## src/rtl/run_length_detector.sv

```systemverilog
// Serial run-length detector: flags when ACTIVE has been sampled RUN_LEN times in a row,
// tracks the current run length and counts completed runs.
module run_length_detector #(
    parameter int   RUN_LEN = 2,
    parameter logic ACTIVE  = 1'b1,
    parameter int   MODE    = 0,
    parameter int   CNT_W   = 8,
    parameter int   HIT_W   = 16
) (
    input  logic             clk,
    input  logic             rst_n,
    input  logic             clr_i,
    input  logic             en_i,
    input  logic             w_i,
    output logic             z_o,
    output logic [CNT_W-1:0] run_o,
    output logic [HIT_W-1:0] hit_cnt_o
);

    typedef enum logic [1:0] {
        IDLE,
        RUN,
        HIT
    } state_t;

    localparam logic [CNT_W-1:0] RUN_MAX = '1;
    localparam logic [HIT_W-1:0] HIT_MAX = '1;
    localparam logic [CNT_W-1:0] LEN     = CNT_W'(RUN_LEN);
    localparam logic [CNT_W-1:0] LEN_M1  = CNT_W'(RUN_LEN - 1);

    state_t           r_state;
    state_t           w_stateNext;
    logic [CNT_W-1:0] r_run;
    logic [CNT_W-1:0] w_runNext;
    logic [HIT_W-1:0] r_hitCnt;
    logic [HIT_W-1:0] w_hitCntNext;
    logic             r_z;
    logic             w_z;
    logic             w_hit;

    always_ff @(posedge clk or negedge rst_n) begin
        if (!rst_n) begin
            r_state  <= IDLE;
            r_run    <= '0;
            r_hitCnt <= '0;
            r_z      <= 1'b0;
        end else begin
            r_state  <= w_stateNext;
            r_run    <= w_runNext;
            r_hitCnt <= w_hitCntNext;
            r_z      <= w_z;
        end
    end

    // A hit is the sample that lifts the run from RUN_LEN-1 to RUN_LEN; a saturated
    // run can never fall back onto RUN_LEN-1, so PULSE mode cannot re-trigger.
    always_comb begin
        w_stateNext  = r_state;
        w_runNext    = r_run;
        w_hitCntNext = r_hitCnt;
        w_z          = 1'b0;
        w_hit        = 1'b0;
        if (clr_i) begin
            w_stateNext  = IDLE;
            w_runNext    = '0;
            w_hitCntNext = '0;
        end else if (en_i) begin
            if (w_i == ACTIVE) begin
                w_runNext = (r_run == RUN_MAX) ? r_run : r_run + 1'b1;
                w_hit     = (r_run == LEN_M1);
                w_z       = (MODE == 1) ? w_hit : (r_run >= LEN_M1);
                case (r_state)
                    IDLE:    w_stateNext = (RUN_LEN == 1) ? HIT : RUN;
                    RUN:     w_stateNext = (w_runNext == LEN) ? HIT : RUN;
                    HIT:     w_stateNext = HIT;
                    default: w_stateNext = IDLE;
                endcase
                if (w_hit && (r_hitCnt != HIT_MAX)) begin
                    w_hitCntNext = r_hitCnt + 1'b1;
                end
            end else begin
                w_stateNext = IDLE;
                w_runNext   = '0;
            end
        end
    end

    assign z_o       = r_z;
    assign run_o     = r_run;
    assign hit_cnt_o = r_hitCnt;

endmodule

```

## config.mk

```make
export PLATFORM = sky130hd
export DESIGN_NAME = run_length_detector
export DESIGN_NICKNAME = d
export VERILOG_FILES = /design/src/rtl/run_length_detector.sv
export SDC_FILE = /design/constraint.sdc
export NUM_CORES = 1
export LEC_CHECK = 0
export ABC_CLOCK_PERIOD_IN_PS = 4700
export CORE_ASPECT_RATIO = 1.75
export CORE_MARGIN = 1
export CORE_UTILIZATION = 35
export CTS_CLUSTER_SIZE = 14
export DETAILED_ROUTE_END_ITERATION = 16
export PLACE_DENSITY_LB_ADDON = 0.08
export SLEW_MARGIN = 20
export SYNTH_ARGS = -nofsm -noshare
export SYNTH_HDL_FRONTEND = slang
export SYNTH_SLANG_ARGS = --single-unit
```

## constraint.sdc

```tcl
create_clock -name clk -period 4.7 [get_ports clk]
set_input_delay 0.94 -clock clk [delete_from_list [all_inputs] [get_ports clk]]
set_output_delay 0.94 -clock clk [all_outputs]
set_load 0.01 [all_outputs]
```

[After elaboration in Yosys (flattened, before gate mapping)]
Cells that the tools add are included.
Word-level totals
  register bits after elaboration: 25
  input bits: 5
  output and inout port bits: 25
  word-level logic and storage cells: 27
Operators by class
  add/sub/neg operators: 2
  order comparisons: 1
  equality and inequality tests: 4
  muxes and demuxes: 11
  reductions and logical operators: 6
Operator list (count)
  2-to-1 mux 16 bit: 4
  2-to-1 mux 8 bit: 4
  adder 16 x 1 -> 16 bit (second input constant): 1
  inequality test 16 bit (second input constant): 1
  adder 8 x 1 -> 8 bit (second input constant): 1
  == test 8 x 1 -> 1 bit (second input constant): 1
  == test 8 bit (second input constant): 1
  >= comparator 8 x 1 -> 1 bit (second input constant): 1
  nonzero test 2 bit: 3
  2-to-1 mux 1 bit: 3
  inequality test 3 bit (second input constant): 1
  AND reduction 3 bit: 1
  AND reduction 2 bit: 1
  logical AND 1 bit: 1

[Longest topological paths before layout]
Gate-level depths: netlist of run 1.
  depth in word-level cells: 6
  mapped depth: 8
  gate-level depth less buffers: 7

[Least setup slack after synthesis of run 1]
Ideal clock, no wire load.
  path type: input -> register
  from: input port w_i
  to: register r_hitCnt[15] (netlist: hit_cnt_o[15])
  library setup time: 0.125 ns
  data arrival time: 2.074 ns
  data required time: 4.575 ns
  setup slack: 2.501 ns
  stages: 6
  buffers on the path: 1
  cells stage by stage: buf_2 and3_1 nand3_2 nor2_4 and4_1 mux2_4
On the way
  longest elaborated chain between the ends: 2
RTL lines
  start, declared: line 14  | input logic w_i,
  nonzero test 2 bit (no line)
  AND reduction 3 bit (no line)
  end signal, assigned: line 50  | r_hitCnt <= w_hitCntNext;
  end, declared: line 35  | logic [HIT_W-1:0] r_hitCnt;
No other way between the ends.
A chain may end at the register's enable or synchronous reset.

[Final worst setup path of run 1]
  from: input port en_i
  to: register r_hitCnt[15] (netlist: hit_cnt_o[15])
On the way
  longest elaborated chain between the ends: 2
RTL lines
  start, declared: line 13  | input logic en_i,
  nonzero test 2 bit (no line)
  AND reduction 3 bit (no line)
No other way between the ends.

==> flow_metrics.env, run 1 <==
export IMPL_cts_resized=0
export IMPL_pwr_density_cell_mw_per_mm2=203.5
export IMPL_die_w_um=50.95
export IMPL_clk_pin_slew_ns=0.09
export IMPL_synth_compound_area_share_pct=10.14
export IMPL_routed_via_density=5.399
export IMPL_yosys_area_top_type_share_pct=42.63
export IMPL_skew_ns=0.004569
export IMPL_drt_iter0_markers=26
export IMPL_fillCellCount=404
export IMPL_critPathMaxStageDelay_ns=0.67
export IMPL_synth_fp_nets=165
export IMPL_relSlewSlack_pct=39.03
export IMPL_drv_cap=0
export IMPL_start_util_pct=37.24
export IMPL_worstPathRequired_ns=4.87
export IMPL_synth_xor_area_share_pct=7.758
export IMPL_yosys_register_bits=25
export IMPL_avgRoutedWirePerCell_um=14.86
export IMPL_cp_end_kind="flop"
export IMPL_synth_top_family_by_area="simple AND/OR/NAND/NOR gates"
export IMPL_grt_overflow=0
export IMPL_synth_edff_count=0
export IMPL_layout_common_cells="clkdlybuf4s50_1 (29), dfrtp_1 (25), nor2_1 (20), nand2_1 (14), xnor2_1 (12)"
export IMPL_crit_chain="clkdlybuf4s50_1, and3_1, nand3_2, nor2_4, and4_1, mux2_4"
export IMPL_setup_violations=0
export IMPL_final_common_cell="clkdlybuf4s50_1"
export IMPL_ys_warn_count=0
export IMPL_post_dp_hpwl_mm=2.592
export IMPL_multiInputGateArea_um2=795.8
export IMPL_worstSkewPairLatency_ns=0.27
export IMPL_postCtsSetupBuffers=0
export IMPL_io_buffers=29
export IMPL_startpoint_type="input pin"
export IMPL_dieArea_mm2=0.004467
export IMPL_arrival_ns=2.90
export IMPL_cts_root_buf="clkbuf_8"
export IMPL_ys_seq_area_share_pct=42.63
export IMPL_wl_mm=3.463
export IMPL_worst_path_buf_inv=1
export IMPL_ant_nets=0
export IMPL_die_h_um=87.67
export IMPL_synth_mux_area_share_pct=2.472
export IMPL_crit_type="input pin to flop"
export IMPL_dr_pass1_iters=4
export IMPL_cts_tree="yes"
export IMPL_grt_pass1_vias=1277
export IMPL_vias=1258
export IMPL_pin_count=30
export IMPL_whs_ns=0.5506
export IMPL_synth_cells=156
export IMPL_place_gp_congestion=0.8179
export IMPL_layout_drive_gt1_share_pct=7.568
export IMPL_grt_pass1_wl_mm=5.761
export IMPL_ys_types=41
export IMPL_min_path_type="flop to flop"
export IMPL_synth_top_area_cell="dfrtp_1"
export IMPL_antenna_cells=0
export IMPL_ys_flop_type="dfrtp_1"
export IMPL_postCtsHoldBufs=0
export IMPL_cts_buffer_depth=2
export IMPL_grt_total_usage_pct=17.06
export IMPL_synth_top_cells_by_area="dfrtp_1 (43%), xnor2_1 (7.2%), nor2_1 (5.1%), nand2_1 (3.6%), ha_1 (3.4%)"
export IMPL_async_flop_share_pct=100.0
export IMPL_ir_worst_vdd_mv=0.1490
export IMPL_timing_hold_violations_final=0
export IMPL_grt_max_degree=26
export IMPL_drc=0
export IMPL_clock_sinks=25
export IMPL_regArea_um2=625.6
export IMPL_numCtsBuffers=3
export IMPL_synth_adder_area_share_pct=3.410
export IMPL_outcome="finished clean"
export IMPL_finalCritPeriodShare_pct=58.14
export IMPL_p_leak_nw=0.7434
export IMPL_slowest_stage="clkdlybuf4s50_1"
export IMPL_syn_area_mm2=0.001468
export IMPL_rows=30
export IMPL_nets=195
export IMPL_finalSetupTns_ns=0
export IMPL_fmax_ghz=0.3660
export IMPL_worst_path_max_fanout=14
export IMPL_worst_pin_slew_ns=0.9116
export IMPL_area_growth_pct=25.66
export IMPL_avgSynthCellArea_um2=9.408
export IMPL_rsz0062_at_grt="no"
export IMPL_htree_num_levels=1
export IMPL_slew_violations=0
export IMPL_antenna_found_initial=0
export IMPL_cp_top_family="simple AND/OR/NAND/NOR gates"
export IMPL_synth_simple_area_share_pct=30.43
export IMPL_core_mm2=0.003941
export IMPL_period_needed_ns=2.733
-- metal layers --
metal  vias to the layer above  GRT usage (%)  part of all wire [%]
li1                        609              -                     -
met1                       607          16.59                    38
met2                        36          33.73                    57
met3                         6          2.083                   3.2
met4                         0          8.333                   1.6
met5                         -              0                     0
-- metrics by stage --
step           power [mW]  std cells  instance area [um2]  setup slack [ns]  utilization, %
2_1_floorplan      0.2343        156                 1468             2.501               -
3_3_place_gp       0.2477        229                 1798             1.745           45.62
3_5_place_dp       0.2481        229                 1798             1.682           45.62
4_1_cts            0.3806        233                 1844             1.984           46.79
5_1_grt            0.3874        233                 1844             1.850           46.79
6_report           0.3753        233                 1844             1.967           46.79
-- Yosys cell counts (3+ instances only) --
cell,n
nand2_1,14
a21oi_1,8
nand4_1,4
o21ai_0,5
nand3_1,5
nor4_1,4
ha_1,4
dfrtp_1,25
and3_1,6
nor2_1,20
xnor2_1,12
nor3_1,9
inv_1,5
clkbuf_1,3
-- final cells by class --
type | instances | share of cell area [%]
flip-flops and latches | 25 | 33.92
clock buffers | 3 | 2.239
inverters | 5 | 1.018
multi-input cells | 121 | 43.15
well taps | 48 | 3.256
clock inverters | 1 | 0.2714
repair buffers | 30 | 16.15
-- cell families after synthesis --
group | Yosys count
AO/OA/AOI/OAI | 24
XOR/XNOR | 13
adder cells (fa/ha/maj) | 4
buffers and inverters | 10
flip-flops | 25
multiplexers | 3
AND/OR/NAND/NOR | 77
-- worst reg2reg max path, delay by kind of cell (launching register included) --
family	cells	cell delay (ns)
adders and majority gates	1	0.23
DFF	1	0.44
muxes	1	0.29
and+or+nand+nor	4	1.04
-- where the power goes --
| part | total, mW | switching (mW) | internal (mW) |
|---|---|---|---|
| clock | 0.132 | 0.0728 | 0.0594 |
| combinational | 0.0254 | 0.0156 | 0.00977 |
| sequential | 0.218 | 0.00169 | 0.216 |
| total | 0.375 | 0.0901 | 0.285 |
-- final timing paths --
check	startpoint	endpoint	slack [ns]	cells after the start
setup / recovery	en_i	hit_cnt_o[15]$_DFFE_PN0P_	1.97	6
hold / removal	run_o[6]$_DFFE_PN0P_	run_o[6]$_DFFE_PN0P_	0.55	1
setup reg to reg	hit_cnt_o[0]$_DFFE_PN0P_	hit_cnt_o[15]$_DFFE_PN0P_	2.61	6
hold reg to reg	run_o[6]$_DFFE_PN0P_	run_o[6]$_DFFE_PN0P_	0.55	1
max in group asynchronous	rst_n	hit_cnt_o[7]$_DFFE_PN0P_	3.43	2
min in group asynchronous	rst_n	hit_cnt_o[4]$_DFFE_PN0P_	1.02	2
-- flip-flops by register name (all words and copies together) (netlist names) --
name	cells
hit_cnt_o	16
z_o	1
run_o	8
(Power assumes the default switching activity.)
==> run 2: changes to the inputs <==
--- a/config.mk
+++ b/config.mk
@@ -5,7 +5,7 @@
 export SDC_FILE = /design/constraint.sdc
 export NUM_CORES = 1
 export LEC_CHECK = 0
-export ABC_CLOCK_PERIOD_IN_PS = 4700
+export ABC_CLOCK_PERIOD_IN_PS = 2400
 export CORE_ASPECT_RATIO = 1.75
 export CORE_MARGIN = 1
 export CORE_UTILIZATION = 35
==> constraint.sdc (replaced) <==
create_clock -name clk -period 2.4 [get_ports clk]
set_input_delay 0.48 -clock clk [delete_from_list [all_inputs] [get_ports clk]]
set_output_delay 0.48 -clock clk [all_outputs]
set_load 0.01 [all_outputs]
==> run 2 against run 1 <==
Compared with the run above: die area stayed put; global-route usage hardly changed; non-clock buffer count is 7 higher; final cell count is 3.0% higher; utilization is 1.3 points higher; first-iteration DRC count is 54% lower; worst hold slack worse by 0.0082 ns; power is 96% higher; via count is 2.4% higher.
==> flow_metrics.env, run 2 (same netlist as run 1, synthesis figures left out) <==
export IMPL_nets=202
export IMPL_ant_nets=0
export IMPL_grt_pass1_vias=1300
export IMPL_cts_root_buf="clkbuf_8"
export IMPL_htree_num_levels=1
export IMPL_slew_violations=0
export IMPL_layout_common_cells="clkdlybuf4s50_1 (29), dfrtp_1 (25), nor2_1 (20), nand2_1 (14), xnor2_1 (12)"
export IMPL_routed_via_density=5.367
export IMPL_finalSetupTns_ns=0
export IMPL_fmax_ghz=0.5170
export IMPL_cp_top_family="simple AND/OR/NAND/NOR gates"
export IMPL_wl_mm=3.370
export IMPL_grt_overflow=0
export IMPL_cp_end_kind="flop"
export IMPL_fillCellCount=414
export IMPL_postCtsHoldBufs=0
export IMPL_clk_pin_slew_ns=0.09
export IMPL_vias=1288
export IMPL_worst_pin_slew_ns=0.3886
export IMPL_postCtsSetupBuffers=0
export IMPL_r2r_setup_slack_ns=0.47
export IMPL_crit_chain="nor4_4, nand3_2, buf_4, nor4_1, xnor2_1, nor2_1"
export IMPL_setup_violations=0
export IMPL_core_mm2=0.003941
export IMPL_dr_pass1_iters=4
export IMPL_path_depth=6
export IMPL_antenna_found_initial=0
export IMPL_dieArea_mm2=0.004467
export IMPL_critical_path_endpoint="hit_cnt_o[5]$_DFFE_PN0P_"
export IMPL_area_growth_pct=29.16
export IMPL_pin_count=30
export IMPL_timing_rr_start="run_o[4]$_DFFE_PN0P_"
export IMPL_worst_path_buf_inv=1
export IMPL_relSlewSlack_pct=73.98
export IMPL_period_needed_ns=1.934
export IMPL_regArea_um2=625.6
export IMPL_place_gp_congestion=0.8930
export IMPL_slowest_stage="dfrtp_1"
export IMPL_grt_total_usage_pct=17.04
export IMPL_rows=30
export IMPL_antenna_cells=0
export IMPL_start_util_pct=37.24
export IMPL_final_common_cell="clkdlybuf4s50_1"
export IMPL_min_path_type="flop to flop"
export IMPL_rsz0062_at_grt="no"
export IMPL_worstPathRequired_ns=2.57
export IMPL_r2r_cells=6
export IMPL_drc=0
export IMPL_outcome="finished clean"
export IMPL_grt_pass1_wl_mm=5.616
export IMPL_grt_max_degree=26
export IMPL_startpoint_type="flop"
export IMPL_fin_util_pct=48.10
export IMPL_arrival_ns=2.10
export IMPL_avgRoutedWirePerCell_um=14.04
export IMPL_worst_path_max_fanout=8
export IMPL_ir_worst_vdd_mv=0.2682
export IMPL_finalCritPeriodShare_pct=80.60
export IMPL_clock_sinks=25
export IMPL_drv_cap=0
export IMPL_skew_ns=0.004061
export IMPL_largest_reg_flops=16
export IMPL_layout_drive_gt1_share_pct=10.42
export IMPL_drt_iter0_markers=12
export IMPL_worstSkewPairLatency_ns=0.27
export IMPL_die_w_um=50.95
export IMPL_cp_startpoint="run_o[4]$_DFFE_PN0P_"
export IMPL_critPathMaxStageDelay_ns=0.48
export IMPL_timing_hold_violations_final=0
export IMPL_numCtsBuffers=3
export IMPL_io_buffers=29
export IMPL_pwr_density_cell_mw_per_mm2=388.9
export IMPL_p_leak_nw=0.7749
export IMPL_cts_resized=0
export IMPL_die_h_um=87.67
export IMPL_cts_buffer_depth=2
export IMPL_post_dp_hpwl_mm=2.622
export IMPL_cts_tree="yes"
export IMPL_multiInputGateArea_um2=795.8
export IMPL_crit_type="flop to flop"
export IMPL_reg2reg_to="hit_cnt_o[5]$_DFFE_PN0P_"
## run 2: how the worst min path moves through the flow
stage / from / end / slack [ns] / cells past startpoint
final: run_o[6]$_DFFE_PN0P_ / run_o[6]$_DFFE_PN0P_ / 0.54 / 1
after global routing: run_o[6]$_DFFE_PN0P_ / run_o[6]$_DFFE_PN0P_ / 0.58 / 1
after CTS: run_o[6]$_DFFE_PN0P_ / run_o[6]$_DFFE_PN0P_ / 0.54 / 1
after detailed placement: run_o[6]$_DFFE_PN0P_ / run_o[6]$_DFFE_PN0P_ / 0.53 / 1
after global placement: run_o[6]$_DFFE_PN0P_ / run_o[6]$_DFFE_PN0P_ / 0.54 / 1
after floorplan: rst_n / hit_cnt_o[0]$_DFFE_PN0P_ / 0.18 / 0
## run 2: cell type report
| type | instances | share of cell area, % |
|---|---|---|
| Multi-Input combinational cell | 121 | 41.98 |
| Sequential cell | 25 | 33.00 |
| Timing Repair Buffer | 37 | 18.48 |
| Tap cell | 48 | 3.168 |
| Clock buffer | 4 | 2.376 |
| Inverter | 5 | 0.9901 |
## run 2: power by group
group / total [mW] / internal [mW] / leakage [nW] / switching, mW
combinational: 0.0555 / 0.0241 / 0.404 / 0.0315
sequential: 0.426 / 0.423 / 0.349 / 0.00319
clock: 0.256 / 0.119 / 0.0228 / 0.136
total: 0.737 / 0.566 / 0.775 / 0.171
## run 2: worst register-to-register path, stage by stage, from the launching register on
cell and delay (ns):
dfrtp_1 0.48, nor4_4 0.33, nand3_2 0.23, buf_4 0.23
nor4_1 0.35, xnor2_1 0.16, nor2_1 0.05
## run 2: per-stage QoR
stage	power [mW]	area, um2	worst slack [ns]	hold slack [ns]	std cells
2_1_floorplan	0.4588	1468	0.4983	0.1844	156
3_3_place_gp	0.4906	1851	0.2348	0.5368	236
3_5_place_dp	0.4914	1851	0.1813	0.5317	236
4_1_cts	0.7523	1896	0.4535	0.5447	240
5_1_grt	0.7685	1896	0.3196	0.5843	240
6_report	0.7372	1896	0.4657	0.5424	240
## run 2: per-layer routing
metal | GRT usage, % | up-vias | share of wire [%]
li1 | - | 623 | -
met3 | 1.910 | 11 | 3.3
met5 | 0 | - | 0
met4 | 13.38 | 0 | 4.7
met1 | 15.68 | 621 | 37
met2 | 32.42 | 33 | 55
